## src/rtl/constants_pkg.sv

```systemverilog
// Shared line/address widths and arbiter enums for the cache-to-memory arbiter.
package constants_pkg;

  localparam int unsigned ICLLEN = 128;
  localparam int unsigned ADDR_W = 32;

  typedef enum logic [1:0] {IDLE, BUSY_IC, BUSY_DC} arb_state_t;

  typedef enum logic {REQ_IC, REQ_DC} arb_src_t;

endpackage

```

## src/rtl/arb_pick.sv

```systemverilog
// Combinational winner selection between the I-cache and D-cache requests.
// MEM_ARB_RR_EN selects round-robin on ties; otherwise the D-cache wins ties.
module arb_pick
  import constants_pkg::*;
(
  input  logic     ic_req,
  input  logic     dc_req,
  input  arb_src_t last_grant,
  output logic     grant_valid,
  output arb_src_t grant_src
);

`ifndef MEM_ARB_RR_EN
  // Fixed priority keeps the grant history only for visibility.
  logic unused_last_grant;
  assign unused_last_grant = last_grant;
`endif

  always_comb begin
    grant_valid = ic_req | dc_req;
    grant_src   = REQ_DC;
    if (ic_req && !dc_req) begin
      grant_src = REQ_IC;
    end else if (ic_req && dc_req) begin
`ifdef MEM_ARB_RR_EN
      grant_src = (last_grant == REQ_IC) ? REQ_DC : REQ_IC;
`else
      grant_src = REQ_DC;
`endif
    end
  end

endmodule

```

## src/rtl/mem_arbiter.sv

```systemverilog
// Serializes whole-line I-cache and D-cache transactions onto the single memory port.
// Tie-break policy comes from arb_pick (MEM_ARB_RR_EN enables round-robin).
module mem_arbiter #(
  parameter int unsigned ICLLEN = constants_pkg::ICLLEN,
  parameter int unsigned ADDR_W = constants_pkg::ADDR_W
) (
  input  logic              clk,
  input  logic              rst,
  input  logic              ic_req,
  input  logic [ADDR_W-1:0] ic_addr,
  output logic              ic_rdy,
  output logic [ICLLEN-1:0] ic_data,
  input  logic              dc_req,
  input  logic              dc_we,
  input  logic [ADDR_W-1:0] dc_addr,
  input  logic [ICLLEN-1:0] dc_wdata,
  output logic              dc_rdy,
  output logic [ICLLEN-1:0] dc_rdata,
  output logic              mem_req,
  output logic              mem_we,
  output logic [ADDR_W-1:0] mem_addr,
  output logic [ICLLEN-1:0] mem_wdata,
  input  logic              mem_rdy,
  input  logic [ICLLEN-1:0] mem_rdata
);
  import constants_pkg::*;

  // Byte-offset bits within a line are always cleared on the memory side.
  localparam logic [ADDR_W-1:0] OFF_MASK = ADDR_W'(ICLLEN / 8 - 1);

  arb_state_t        state;
  arb_src_t          last_grant;
  logic              grant_valid;
  arb_src_t          grant_src;
  logic [ADDR_W-1:0] sel_addr;

  arb_pick u_pick (
    .ic_req      (ic_req),
    .dc_req      (dc_req),
    .last_grant  (last_grant),
    .grant_valid (grant_valid),
    .grant_src   (grant_src)
  );

  assign sel_addr = (grant_src == REQ_IC) ? ic_addr : dc_addr;

  always_ff @(posedge clk) begin
    if (!rst) begin
      state      <= IDLE;
      last_grant <= REQ_IC;
      mem_req    <= 1'b0;
      mem_we     <= 1'b0;
      mem_addr   <= '0;
      mem_wdata  <= '0;
    end else begin
      case (state)
        IDLE: begin
          if (grant_valid) begin
            state     <= (grant_src == REQ_IC) ? BUSY_IC : BUSY_DC;
            mem_req   <= 1'b1;
            mem_addr  <= sel_addr & ~OFF_MASK;
            mem_we    <= (grant_src == REQ_DC) && dc_we;
            mem_wdata <= (grant_src == REQ_DC) ? dc_wdata : '0;
          end
        end
        BUSY_IC, BUSY_DC: begin
          // Completion is never aborted, even if the requester has let go.
          if (mem_rdy) begin
            state      <= IDLE;
            mem_req    <= 1'b0;
            last_grant <= (state == BUSY_IC) ? REQ_IC : REQ_DC;
          end
        end
        default: begin
          state   <= IDLE;
          mem_req <= 1'b0;
        end
      endcase
    end
  end

  assign ic_rdy   = (state == BUSY_IC) && mem_rdy;
  assign dc_rdy   = (state == BUSY_DC) && mem_rdy;
  assign ic_data  = ic_rdy ? mem_rdata : '0;
  assign dc_rdata = (dc_rdy && !mem_we) ? mem_rdata : '0;

endmodule

```

## config.mk

```make
export PLATFORM = sky130hd
export DESIGN_NAME = mem_arbiter
export DESIGN_NICKNAME = d
export VERILOG_FILES = /design/src/rtl/constants_pkg.sv /design/src/rtl/arb_pick.sv /design/src/rtl/mem_arbiter.sv
export SDC_FILE = /design/constraint.sdc
export NUM_CORES = 1
export LEC_CHECK = 0
export CAP_MARGIN = 20
export CORE_AREA = 5 5 289 291
export CTS_CLUSTER_DIAMETER = 30
export CTS_CLUSTER_SIZE = 8
export DETAILED_ROUTE_END_ITERATION = 16
export DIE_AREA = 0 0 294 296
export DONT_BUFFER_PORTS = 1
export GPL_TIMING_DRIVEN = 0
export PLACE_DENSITY = 0.3
export SLEW_MARGIN = 20
export SYNTH_ARGS = -nofsm -noshare
export SYNTH_HDL_FRONTEND = slang
export SYNTH_SLANG_ARGS = --single-unit
```

## constraint.sdc

```tcl
create_clock -name clk -period 2.2 [get_ports clk]
set_input_delay 0.44 -clock clk [delete_from_list [all_inputs] [get_ports clk]]
set_output_delay 0.44 -clock clk [all_outputs]
set_load 0.005 [all_outputs]
```

==> flow_summary.toml, run 1 <==
[status]
outcome = "finished, violations left"
violations = "negative setup slack"

[synthesis]
synth_seq_cells = 160
synth_async_sr_flop_share_pct = 0
synth_edf_count = 0
syn_inst = 918
synth_top_family_by_area = "simple AND/OR/NAND/NOR gates"
yosysMostFrequentCell = "dfxtp_1"
yosysWarningCount = 0
synth-simple-area-share_pct = 34.3
yosysTopAreaCell = "dfxtp_1"
synthXorXnorAreaFrac_pct = 0
netlist_top_cells_area = "dfxtp_1 (41%), a22oi_1 (12%), nor2b_1 (11%)"
syn_avg_cell_area_um2 = 8.54
synth_mux_area_share_pct = 0
yosys_most_used_dff = "dfxtp_1"
synth-compound-area-share_pct = 17.0
synth_top_area_share_pct = 40.8
synth_fa_ha_area_share_pct = 0.479
synth_area_um2 = 7840
synth_cell_types = 24
synth_commonest_cells = "dfxtp_1 (160), nor2b_1 (133), and2_1 (131), a22oi_1 (129), and3_1 (128)"
yosysSeqAreaShare_pct = 40.8

[placed_design]
gp_congestion = 0.856
dp_slack_ns = -0.695
port_buffers = 0
hpwl_um = 47500
placedInstanceArea_um2 = 9180

[detailed_routing]
ant_nets = 0
dr.pass1.iters = 6
vias = 7495
vias_per_cell = 3.65
wirelength_um = 55700
drc = 0
wire_per_inst_um = 27.2
drtIter0Drc = 382

[grt]
grt_overflow = 0
antenna_found_initial = 23
grt_use_total_pct = 11.7
grt_max_degree = 17
grt_pass1_vias = 7252
grt_pass1_wl_um = 68800

[sta]
finalCritPeriodShare_pct = 107
worstMarginPinSlew_ns = 0.840
setup_ws_ns = -0.151
finalSetupViolCount = 143
setup_tns_ns = -14.58
finalCriticalPeriod_ns = 2.35
max_freq_ghz = 0.425
relSlewSlack_pct = 44.0
rsz0062_at_grt = "yes"
holdWs_ns = 0.110
finClkSkew_ns = 0.0172
finalMaxSlewViolations = 0
final-hold-violation-count = 0

[floorplanning]
coreArea_um2 = 80300
die_x_um = 294
io_pins = 746
dieHeight_um = 296
row_count = 104
initial_utilization_pct = 9.77
die_area_um2 = 87000

[clock_network]
clockBufferDepth = 2
cts_root_buf = "clkbuf_16"
cts.sinks = 160
clock_latency_ns = 0.48
clk_pin_slew_ns = 0.08
htreeDepth = 4
cts_tree = "built"
cts_buffers = 17

[critical_path]
path_cells = "inv_2 -> ha_4 -> and2_4 -> and2b_4 -> buf_12 -> clkbuf_16 -> and2_4"
cp_slowest_cell = "dfxtp_2"
worst_setup_path_end_kind = "primary output"
slowest_delay_ns = 0.33
critPathMaxFanout = 10
worstPathRequired_ns = 1.76
crit_type = "flip-flop to primary output"
crit_arrival_ns = 1.91
cp-start-kind = "flip-flop"
cpMostUsedCell = "and2_4"

[pwr]
vdd_drop_max_v = 0.000525
p_per_area_nw_per_um2 = 752
p_leak_nw = 4.07

[min_path]
hp-class = "primary input to flip-flop"

[final_layout]
fin_area_um2 = 10900
syn_to_final_growth_pct = 39.2
fin_nets = 1283
post-route-util_pct = 13.6
drive_gt1_share_pct = 28.5

[job]
maxCapViolations = 0
==> per-stage QoR <==
step,power (mW),cells
global placement,4.89,1981
global route,8.66,2041
detailed placement,4.89,1981
floorplan,4.31,921
finish,8.21,2052
CTS,8.38,2024
==> worst paths after layout <==
kind / depth (start not counted) / slack [ns] / end / from
worst max-delay path: 7 / -0.15 / dc_rdata[24] / state[0]$_SDFFE_PN0P_
worst min-delay path: 2 / 0.11 / state[0]$_SDFFE_PN0P_ / ic_req
worst max register to register: 8 / 0.22 / mem_wdata[101]$_SDFFE_PN0P_ / state[0]$_SDFFE_PN0P_
worst min register to register: 2 / 0.51 / state[1]$_SDFFE_PN0P_ / state[1]$_SDFFE_PN0P_
==> kinds of logic after synthesis <==
family / after synthesis
AND/OR/NAND/NOR: 453
other: 1
AO/OA/AOI/OAI: 194
buffers and inverters: 107
adder cells (fa/ha/maj): 3
flip-flops: 160
==> flip-flops by register name, indices dropped and copies added (netlist names) <==
register and flops:
mem_we 1, mem_addr 28, state 2, mem_wdata 128, mem_req 1
==> report_power, final <==
| group | switching (mW) | internal, mW | total (mW) |
|---|---|---|---|
| Combinational | 0.936 | 0.710 | 1.65 |
| Sequential | 0.257 | 3.15 | 3.41 |
| Clock | 1.45 | 1.71 | 3.16 |
==> critical path: cells and delay by family, from the launching register on <==
family        cells  cell delay [ns]
simple gates      3             0.57
fa+ha+maj         1             0.11
flops             1             0.33
buf+inv           3             0.41
==> cell usage in the layout, fill, tap and decap left out, types with 4 or more instances in the layout <==
cell,Yosys,routed
buf_4,9,13
diode_2,0,25
and2_1,131,28
conb_1,1,4
nand2_1,57,57
a22oi_1,129,129
dfxtp_1,160,158
and2_4,0,103
a31oi_1,28,28
o21ai_0,32,32
buf_2,25,23
and3_4,0,48
clkbuf_8,0,11
clkbuf_16,0,26
buf_8,0,8
clkbuf_1,47,31
nor2b_1,133,133
inv_6,0,4
and3_1,128,79
buf_6,10,15
==> final cells by class <==
class | count | area [um2]
fillers | 9155 | 69400
multi-input cells | 654 | 4600
flip-flops and latches | 160 | 3210
well taps | 1060 | 1330
plain buffers | 102 | 867
clock buffers | 17 | 425
repair buffers | 16 | 239
clock inverters | 15 | 176
diodes | 25 | 62.6
inverters | 3 | 11.3
==> layer usage <==
layer  global-route usage, %  up-vias  routed length, um
met5                       0        -                110
met4                    3.41       16               1080
met3                    7.38       61               7400
met2                    19.9      457              27900
met1                    11.9     3677              19300
li1                        -     3284                  -
==> what timing repair did <==
action	4_1_cts	5_1_grt
hold buffers	0	0
cloned	6	3
buffers inserted	5	2
resized for setup	189	85
pin swaps	28	30
setup endpoints to repair	257	254
hold endpoints to repair	0	0
(Power assumes the default switching activity.)
==> run 2: changes to the inputs <==
--- a/config.mk
+++ b/config.mk
@@ -14,6 +14,7 @@
 export DONT_BUFFER_PORTS = 1
 export GPL_TIMING_DRIVEN = 0
 export PLACE_DENSITY = 0.3
+export SETUP_SLACK_MARGIN = 0.3
 export SLEW_MARGIN = 20
 export SYNTH_ARGS = -nofsm -noshare
 export SYNTH_HDL_FRONTEND = slang
==> flow_summary.toml, run 2 (same netlist as run 1, synthesis figures left out) <==
[status]
outcome = "finished, violations left"
violations = "negative setup slack"

[detailed_routing]
dr.pass1.iters = 6
vias_per_cell = 3.66
drtIter0Drc = 389
wire_per_inst_um = 27.2
drc = 0
ant_nets = 0
vias = 7511
wirelength_um = 55700

[job]
maxCapViolations = 0

[pwr]
pwr-share-clk_pct = 38.4
swShare_pct = 32.1
vdd_drop_max_v = 0.000524
p_sw_mw = 2.64
p_per_area_nw_per_um2 = 750
share_comb_of_total_power_pct = 20.1
p_leak_nw = 4.08
p_int_mw = 5.57
seq_power_share_pct = 41.5

[floorplanning]
io_pins = 746
dieHeight_um = 296
die_area_um2 = 87000
initial_utilization_pct = 9.77
row_count = 104
coreArea_um2 = 80300
die_x_um = 294

[placed_design]
gp_congestion = 0.856
port_buffers = 0
hpwl_um = 47500

[critical_path]
r2r-end = "mem_wdata[92]$_SDFFE_PN0P_"
cp-start-kind = "flip-flop"
startpoint = "state[0]$_SDFFE_PN0P_"
crit_type = "flip-flop to primary output"
crit_end = "dc_rdata[48]"
worst_setup_path_end_kind = "primary output"
crit_arrival_ns = 1.92
r2r_cells = 8
critPathMaxFanout = 7
rr_startpoint = "state[0]$_SDFFE_PN0P_"
reg2reg_slack_ns = 0.21
worstPathRequired_ns = 1.76

[final_layout]
largestRegisters = "mem_wdata x128, mem_addr x28, state x2"
post-route-util_pct = 13.6
largest_register_ffs = 128
fin_nets = 1284
top_register = "mem_wdata"
mostFrequentLayoutCell = "dfxtp_1"
syn_to_final_growth_pct = 39.5
drive_gt1_share_pct = 28.7
layout_common_cells = "dfxtp_1 (158), nor2b_1 (133), a22oi_1 (129)"

[sta]
finClkSkew_ns = 0.0172
setup_ws_ns = -0.159
final-hold-violation-count = 0
worstMarginPinSlew_ns = 0.867
rsz0062_at_grt = "yes"
setup_tns_ns = -16.53
relSlewSlack_pct = 42.2
holdWs_ns = 0.110
finalMaxSlewViolations = 0
finalSetupViolCount = 180
finalCritPeriodShare_pct = 107
finalCriticalPeriod_ns = 2.36
max_freq_ghz = 0.424

[grt]
grt_pass1_wl_um = 68600
antenna_found_initial = 21
grt_pass1_vias = 7193
grt_use_total_pct = 11.7
grt_overflow = 0
grt_max_degree = 17

[clock_network]
cts.sinks = 160
htreeDepth = 4
cts_tree = "built"
clk_pin_slew_ns = 0.08
clock_latency_ns = 0.48
cts_buffers = 17
cts_root_buf = "clkbuf_16"
clockBufferDepth = 2

[min_path]
hp-class = "primary input to flip-flop"
[run 2: what timing repair did]
action / in CTS / in global routing
setup buffers: 5 / 1
pin swaps: 30 / 33
gates cloned: 5 / 4
hold buffers: 0 / 0
setup endpoints to repair: 357 / 400
gates resized for setup: 188 / 90
[run 2: per-layer routing]
| layer | up-vias | share of wire [%] | GRT usage [%] |
|---|---|---|---|
| met5 | - | 0.17 | 0 |
| met4 | 14 | 1.9 | 3.64 |
| met3 | 59 | 14 | 7.06 |
| met2 | 471 | 50 | 19.8 |
| met1 | 3690 | 34 | 12.1 |
| li1 | 3277 | - | - |
[run 2: per-stage QoR]
stage               instance area (um2)  setup slack, ns  total power, mW  instances
floorplan                          7850            0.429             4.31        921
global placement                   9180           -0.656             4.89       1981
detailed placement                 9180           -0.695             4.89       1981
CTS                               10500           -0.258             8.38       2023
global route                      10900           -0.268             8.66       2042
finish                            10900           -0.159             8.21       2052
[run 2: final cells by class]
class | instances | area, um2
Buffer | 104 | 885
Clock inverter | 15 | 176
Timing Repair Buffer | 15 | 245
Antenna cell | 24 | 60.1
Inverter | 3 | 11.3
Sequential cell | 160 | 3210
Clock buffer | 17 | 425
Fill cell | 9150 | 69300
Tap cell | 1060 | 1330
Multi-Input combinational cell | 654 | 4610
[run 2: power groups by stage]
stage                     Clock, mW  Combinational (mW)  Sequential (mW)
final                          3.15                1.65             3.41
after global routing           3.42                1.81             3.43
after CTS                      3.36                1.60             3.42
after detailed placement          0                1.41             3.48
after global placement            0                1.40             3.49
after floorplan                   0               0.959             3.35
[run 2: worst min-delay path by stage]
stage	start	endpoint	slack [ns]	cells past startpoint
after floorplan	mem_req$_SDFFE_PN0P_	mem_req$_SDFFE_PN0P_	0.44	2
after global placement	state[1]$_SDFFE_PN0P_	state[1]$_SDFFE_PN0P_	0.49	2
after detailed placement	state[0]$_SDFFE_PN0P_	state[0]$_SDFFE_PN0P_	0.50	2
after CTS	ic_req	state[0]$_SDFFE_PN0P_	0.02	2
after global routing	dc_addr[18]	mem_addr[18]$_SDFFE_PN0P_	0.07	2
final	ic_req	state[0]$_SDFFE_PN0P_	0.11	2
[run 2: critical path: stages (launching register included)]
cell and delay [ns]:
dfxtp_2 0.33, inv_2 0.07, ha_4 0.11, and2_4 0.18
and2b_4 0.25, buf_12 0.18, clkbuf_8 0.17, and2_4 0.15
==> run 3: changes to the inputs <==
==> constraint.sdc (replaced) <==
create_clock -name clk -period 2.2 [get_ports clk]
set_input_delay 0.44 -clock clk [delete_from_list [all_inputs] [get_ports clk]]
set_output_delay 0.44 -clock clk [all_outputs]
set_load 0.05 [all_outputs]
==> flow_summary.toml, run 3 (same netlist as run 1, synthesis figures left out) <==
[status]
outcome = "finished, violations left"
violations = "negative setup slack"

[sta]
setup_tns_ns = -58.65
final-hold-violation-count = 0
finalCritPeriodShare_pct = 116
finalCriticalPeriod_ns = 2.55
holdWs_ns = 0.110
finClkSkew_ns = 0.0236
setup_ws_ns = -0.351
rsz0062_at_grt = "yes"
worstMarginPinSlew_ns = 0.869
finalMaxSlewViolations = 0
relSlewSlack_pct = 42.0
max_freq_ghz = 0.392
finalSetupViolCount = 244

[detailed_routing]
vias = 7271
ant_nets = 0
vias_per_cell = 3.60
dr.pass1.iters = 4
drtIter0Drc = 319
wirelength_um = 47500
drc = 0
wire_per_inst_um = 23.5

[pwr]
p_leak_nw = 3.82
power_mw = 9.42
vdd_drop_max_v = 0.000704
p_per_area_nw_per_um2 = 861

[grt]
grt_overflow = 0
antenna_found_initial = 23
grt_use_total_pct = 9.92
grt_pass1_wl_um = 60600
grt_max_degree = 18
grt_pass1_vias = 7298

[placed_design]
hpwl_um = 40400
gp_congestion = 0.777
port_buffers = 0
dp_slack_ns = -1.01

[floorplanning]
die_area_um2 = 87000
initial_utilization_pct = 9.77
io_pins = 746
coreArea_um2 = 80300
row_count = 104
die_x_um = 294
dieHeight_um = 296

[critical_path]
slowest_delay_ns = 0.34
worst_setup_path_end_kind = "primary output"
path_buf_inv = 3
cp_slowest_cell = "dfxtp_2"
critPathMaxFanout = 10
critPathTopFamily = "simple AND/OR/NAND/NOR gates"
cpMostUsedCell = "and2_4"
path_cells = "inv_2 -> ha_1 -> and2_4 -> and2b_2 -> buf_12 -> clkbuf_8 -> and2_4"
worstPathRequired_ns = 1.76
cp-start-kind = "flip-flop"
crit_arrival_ns = 2.11
crit_type = "flip-flop to primary output"

[job]
maxCapViolations = 0

[clock_network]
clk_pin_slew_ns = 0.07
htreeDepth = 4
cts_tree = "built"
cts.sinks = 160
cts_buffers = 17
clock_latency_ns = 0.49
cts_root_buf = "clkbuf_16"
clockBufferDepth = 2

[final_layout]
largest_register_ffs = 128
largestRegisters = "mem_wdata x128, mem_addr x28, state x2"
fin_nets = 1269
syn_to_final_growth_pct = 39.5
mostFrequentLayoutCell = "dfxtp_1"
layout_common_cells = "dfxtp_1 (158), nor2b_1 (133), a22oi_1 (129)"
top_register = "mem_wdata"
fillers = 9153
drive_gt1_share_pct = 38.0
post-route-util_pct = 13.6

[min_path]
hp-class = "primary input to flip-flop"
[run 3: cell count changes in the layout (fill, tap and decap cells not counted), sizes merged]
cell	before	now
buf	65	48
diode	24	7
clkbuf	71	74
bufinv	2	1
clkinv	5	6
inv	10	9
[run 3: final timing paths]
path	to	start	cells after the start	slack, ns
worst min register to register	state[1]$_SDFFE_PN0P_	state[1]$_SDFFE_PN0P_	2	0.50
worst min-delay path	mem_addr[19]$_SDFFE_PN0P_	dc_addr[19]	2	0.11
worst max register to register	mem_wdata[45]$_SDFFE_PN0P_	state[1]$_SDFFE_PN0P_	7	0.24
worst max-delay path	dc_rdata[66]	state[0]$_SDFFE_PN0P_	7	-0.35
[run 3: final cells by class]
type	count	area, um2	area share [%]
multi-input combinational	654	5000	45.7
sequential	160	3210	29.3
tap	1060	1330	12.1
buffer	104	768	7.03
clock buffer	18	439	4.02
clock inverter	14	165	1.51
antenna	7	17.5	0.160
inverter	3	11.3	0.103
[run 3: metrics by stage]
step,area (um2),cells
global placement,9480,1981
detailed placement,9480,1981
finish,10900,2020
global route,10900,2014
CTS,10800,2013
floorplan,8160,921
[run 3: repair_timing]
action / in CTS / in global routing
resized for setup: 284 / 41
hold buffers: 0 / 0
buffers inserted: 0 / 0
setup endpoints to repair: 379 / 377
pin swaps: 93 / 32
endpoints found under the hold margin: 0 / 0
[run 3: report_power, final]
part	switching [mW]	internal (mW)	total [mW]
Sequential	1.09	3.15	4.24
Combinational	1.39	0.682	2.07
Clock	1.47	1.64	3.11
Total	3.95	5.47	9.42
[run 3: layer usage]
layer	vias up	wire [um]	GRT usage, %
met5	-	205	0
met4	32	513	2.37
met1	3542	16800	10.5
met2	421	24100	17.1
met3	61	5960	5.72
li1	3215	-	-
